==> src/rtl/regfile_mp.sv <==
// regfile_mp: parametrised multi-port integer register file with an integrated
// busy scoreboard. NR combinational read ports, two write ports (A = ALU
// writeback, B = load/long-latency writeback). Register 0 reads as zero and is
// never busy.
// Optional macro REGFILE_BYPASS_EN: same-cycle write-through forwarding on reads.
module regfile_mp #(
    parameter int N     = 32,
    parameter int DEPTH = 32,
    parameter int AW    = 5,
    parameter int NR    = 2
) (
    input  logic            clk,
    input  logic            rst,
    input  logic            RegWrite,
    input  logic [AW-1:0]   WriteReg,
    input  logic [N-1:0]    WriteData,
    input  logic            RegWriteB,
    input  logic [AW-1:0]   WriteRegB,
    input  logic [N-1:0]    WriteDataB,
    input  logic [NR*AW-1:0] ReadReg,
    output logic [NR*N-1:0] ReadData,
    output logic [NR-1:0]   ReadBusy,
    input  logic            IssueValid,
    input  logic [AW-1:0]   IssueReg,
    output logic            AnyBusy
);

    if (AW != $clog2(DEPTH) || DEPTH < 2 || NR < 1 || NR > 4) begin : gBadParams
        $error("regfile_mp: AW must equal log2(DEPTH), DEPTH >= 2, NR in 1..4");
    end

    logic [N-1:0]     regs [DEPTH];
    logic [DEPTH-1:0] busy;
    logic [DEPTH-1:0] busyNext;

    // Register array: async clear; port B is applied first so port A wins a collision.
    always_ff @(posedge clk or posedge rst) begin
        if (rst) begin
            // NOTE: the array is reset because software relies on every register
            // reading 0 after reset, which rules out mapping it onto a plain RAM.
            for (int i = 0; i < DEPTH; i++) begin
                regs[i] <= '0;
            end
        end else begin
            // NOTE: non-blocking assignments; when both ports hit the same address
            // the later (port A) assignment is the one that takes effect.
            if (RegWriteB && WriteRegB != '0) begin
                regs[WriteRegB] <= WriteDataB;
            end
            if (RegWrite && WriteReg != '0) begin
                regs[WriteReg] <= WriteData;
            end
        end
    end

    // Scoreboard next state: issue sets, any retire clears, issue wins a tie.
    always_comb begin
        // NOTE: default assigned first so every path drives busyNext and no latch forms.
        busyNext = busy;
        for (int r = 1; r < DEPTH; r++) begin
            if (IssueValid && IssueReg == AW'(r)) begin
                busyNext[r] = 1'b1;
            end else if ((RegWrite && WriteReg == AW'(r)) ||
                         (RegWriteB && WriteRegB == AW'(r))) begin
                busyNext[r] = 1'b0;
            end
        end
        busyNext[0] = 1'b0;
    end

    // Scoreboard state register with async clear.
    always_ff @(posedge clk or posedge rst) begin
        if (rst) begin
            busy <= '0;
        end else begin
            busy <= busyNext;
        end
    end

    assign AnyBusy = |busy[DEPTH-1:1];

    for (genvar k = 0; k < NR; k++) begin : gRead
        logic [AW-1:0] addr;
        logic [N-1:0]  rdData;
        logic          rdBusy;

        assign addr = ReadReg[k*AW +: AW];

        // Read port k: stored value and busy flag, optionally forwarded from a live write.
        always_comb begin
            rdData = regs[addr];
            rdBusy = busy[addr];
`ifdef REGFILE_BYPASS_EN
            if (!rst && addr != '0) begin
                if (RegWrite && WriteReg == addr) begin
                    rdData = WriteData;
                    rdBusy = 1'b0;
                end else if (RegWriteB && WriteRegB == addr) begin
                    rdData = WriteDataB;
                    rdBusy = 1'b0;
                end
            end
`endif
            if (addr == '0) begin
                rdData = '0;
                rdBusy = 1'b0;
            end
        end

        assign ReadData[k*N +: N] = rdData;
        assign ReadBusy[k]        = rdBusy;
    end

endmodule

==> config.mk <==
export PLATFORM = sky130hd
export DESIGN_NAME = regfile_mp
export DESIGN_NICKNAME = d
export VERILOG_FILES = /design/src/rtl/regfile_mp.sv
export SDC_FILE = /design/constraint.sdc
export NUM_CORES = 2
export LEC_CHECK = 0
export BUFFER_PORTS_ARGS = -buffer_cell sky130_fd_sc_hd__buf_2
export CORE_ASPECT_RATIO = 1.1
export CORE_MARGIN = 5
export CORE_UTILIZATION = 45
export CTS_BUF_LIST = sky130_fd_sc_hd__clkbuf_8
export CTS_CLUSTER_DIAMETER = 150
export DETAILED_ROUTE_END_ITERATION = 16
export HOLD_SLACK_MARGIN = 0.15
export SKIP_CTS_REPAIR_TIMING = 1
export SLEW_MARGIN = 20
export SYNTH_ARGS = -nofsm -noshare
export SYNTH_HDL_FRONTEND = slang
export SYNTH_SLANG_ARGS = --single-unit
==> constraint.sdc <==
create_clock -name clk -period 105.5 [get_ports clk]
set_clock_uncertainty 0.05 [all_clocks]
set_input_delay 15.825 -clock clk [delete_from_list [all_inputs] [get_ports clk]]
set_output_delay 15.825 -clock clk [all_outputs]
set_load 0.05 [all_outputs]
==> impl_metrics.tcl <==
set metrics [dict create \
    status "complete, no violations" \
    cp_max_fo 72 \
    final_max_slew_viol_count 0 \
    area_growth_pct 7.89 \
    async_flop_share_pct 100 \
    syn_area_um2 65500 \
    synth.area.mux_share_pct 33.7 \
    start_kind "input port" \
    synth.distinct_cells 53 \
    dpl-instance-area_um2 66800 \
    hpwl_um 153000 \
    syn_nets 6263 \
    hp-start "regs[1005]" \
    viasPerCell 6.80 \
    dieWidth_um 374 \
    worst_pin_slew_ns 1.29 \
    cts_buffers 183 \
    final-hold-violation-count 0 \
    hold_path_depth 0 \
    final_cell_area_um2 70600 \
    cts.sinks 1055 \
    critPathRequiredTime_ns 89.62 \
    synth-main-ff-cell "dfrtp_1" \
    min_period_ns 35.87 \
    synth_edf_count 0 \
    leakage_nw 31.8 \
    clock-root-buffer "clkbuf_8" \
    fmax_mhz 27.9 \
    fp.dieArea_um2 153000 \
    grt_max_degree 135 \
    grt_pass1_vias 51400 \
    grt_first_pass_wirelength_um 392000 \
    slew_headroom_pct 14.1 \
    drt_first_pass_iters 7 \
    fill_cells 13100 \
    yosys_warnings 0 \
    wire_per_inst_um 34.9 \
    clockBufferDepth 3 \
    insertion_delay_ns 0.95 \
    rsz0062_at_grt "false" \
    antenna_found_initial 33 \
    synth-xor-area-share_pct 0 \
    cp-end-kind "output port" \
    critPathKind "input port to output port" \
    crit-reg2reg-launch "regs[671]" \
    report.final.setup_viol 0 \
    overflow 0 \
    netlist_instances 6169 \
    synth_fa_ha_area_share_pct 0 \
    fin_nets 5965 \
    ys_ff_latch 1055 \
    final_common_cell "mux2i_1" \
    fin_crit_sh_pct 34.0 \
    drive_above_1_share_pct 19.5 \
    regArea_um2 26400 \
    cts_tree "done" \
    yosys-top-cells-area "dfrtp_1, mux2i_1, mux4_2" \
    hp-class "flip-flop to flip-flop" \
    power_density_nw_per_um2 18.9 \
    drt_wl_total_um 277000 \
    synth_top_area_share_pct 40.3 \
    synth_top_family_by_area "multiplexers" \
    htree_levels 4 \
    vdd_drop_max_v 0.0000157 \
    syn_area_per_cell_um2 10.6 \
    num_rows 146 \
    synth_compound_gate_area_share_pct 12.6 \
    layout_common_cells "mux2i_1, dfrtp_1, o21ai_0" \
    arrival_ns 20.00 \
    io_pins 161 \
    die_h_um 410 \
    gp_congestion 0.907 \
    yosysSeqAreaShare_pct 40.3 \
    crit_start "ReadReg[2]" \
    synth-simple-area-share_pct 8.06 \
    io_buffers 160 \
    multiInputGateArea_um2 36100 \
    synth_top_area_cell "dfrtp_1" \
    track_usage_pct 35.3 \
    clk_pin_slew_worst_paths_ns 0.06 \
    first_iter_violations 8698 \
    ant_nets 0 \
    vias 54100 \
    fin_setup_tns_ns 0 \
    start_util_pct 45.4 \
    drc 0 \
    reg2reg_depth 2 \
    drv_cap 0 \
    fp.coreArea_um2 144000 \
]
metal layers:
metal / global-route usage [%] / share of wire, % / up-vias
li1: - / - / 22100
met1: 46.9 / 37 / 26800
met2: 51.1 / 43 / 4145
met3: 10.6 / 13 / 1092
met4: 21.4 / 7.1 / 14
met5: 0 / 0.036 / -
state kept, by name (all words and copies together) (netlist names):
signal and count:
regs 1024, busy 31
worst max-delay path, stage by stage:
cell and delay, ns:
buf_8 0.47, buf_4 0.75, buf_4 0.89, mux2i_1 0.17, a221oi_1 0.30, o21ai_0 0.22, a311oi_1 0.82, buf_2 0.41
layout make-up:
| cell class | instances | area share (%) |
|---|---|---|
| repair buffers | 288 | 2.63 |
| well taps | 1924 | 3.41 |
| clock inverters | 90 | 0.721 |
| inverters | 14 | 0.0921 |
| multi-input cells | 4329 | 51.1 |
| diodes | 13 | 0.0461 |
| clock buffers | 238 | 4.64 |
| flip-flops and latches | 1055 | 37.4 |
kinds of logic after synthesis:
kind of cell / after synthesis
buf+inv: 785
compound gates: 1434
mux: 1622
flops: 1055
simple gates: 1273
path summary, 6_finish.rpt:
path	end	slack, ns
setup / recovery	ReadData[20]	69.63
hold / removal	regs[1005]	0.34
setup reg to reg	regs[671]	104.41
hold reg to reg	regs[1005]	0.34
max in group asynchronous	regs[62]	87.26
min in group asynchronous	regs[809]	15.02
power breakdown:
group          switching [mW]  internal (mW)  total, mW
registers              0.0878          0.509      0.597
clock network           0.186          0.211      0.397
logic                   0.168          0.174      0.342
total                   0.442          0.894       1.34
through the flow:
stage	util [%]	setup WS (ns)	cells	hold WS (ns)	total power [mW]
2_1_floorplan	-	59.93	6169	0.391	0.840
3_3_place_gp	46.3	69.58	7609	0.326	0.923
3_5_place_dp	46.3	69.72	7609	0.333	0.936
4_1_cts	48.9	69.70	7937	0.346	1.33
5_1_grt	48.9	69.42	7944	0.357	1.39
6_report	48.9	69.63	7951	0.345	1.34
Yosys cell counts (all sizes together), types with 4 or more instances:
cell type,count
a21oi,514
a221oi,48
clkbuf,498
a32oi,31
a211oi,64
nand4bb,4
and2,8
mux2,70
nand2,571
nand3,4
a32o,21
nor2b,74
mux2i,1092
a22oi,66
o2111ai,18
nor3,8
a311oi,66
and4b,4
nand2b,13
nor4,7
inv,14
dfrtp,1055
mux4,460
o21ai,603
nor2,550
buf,273
nand3b,4
(Power assumes the default switching activity.)
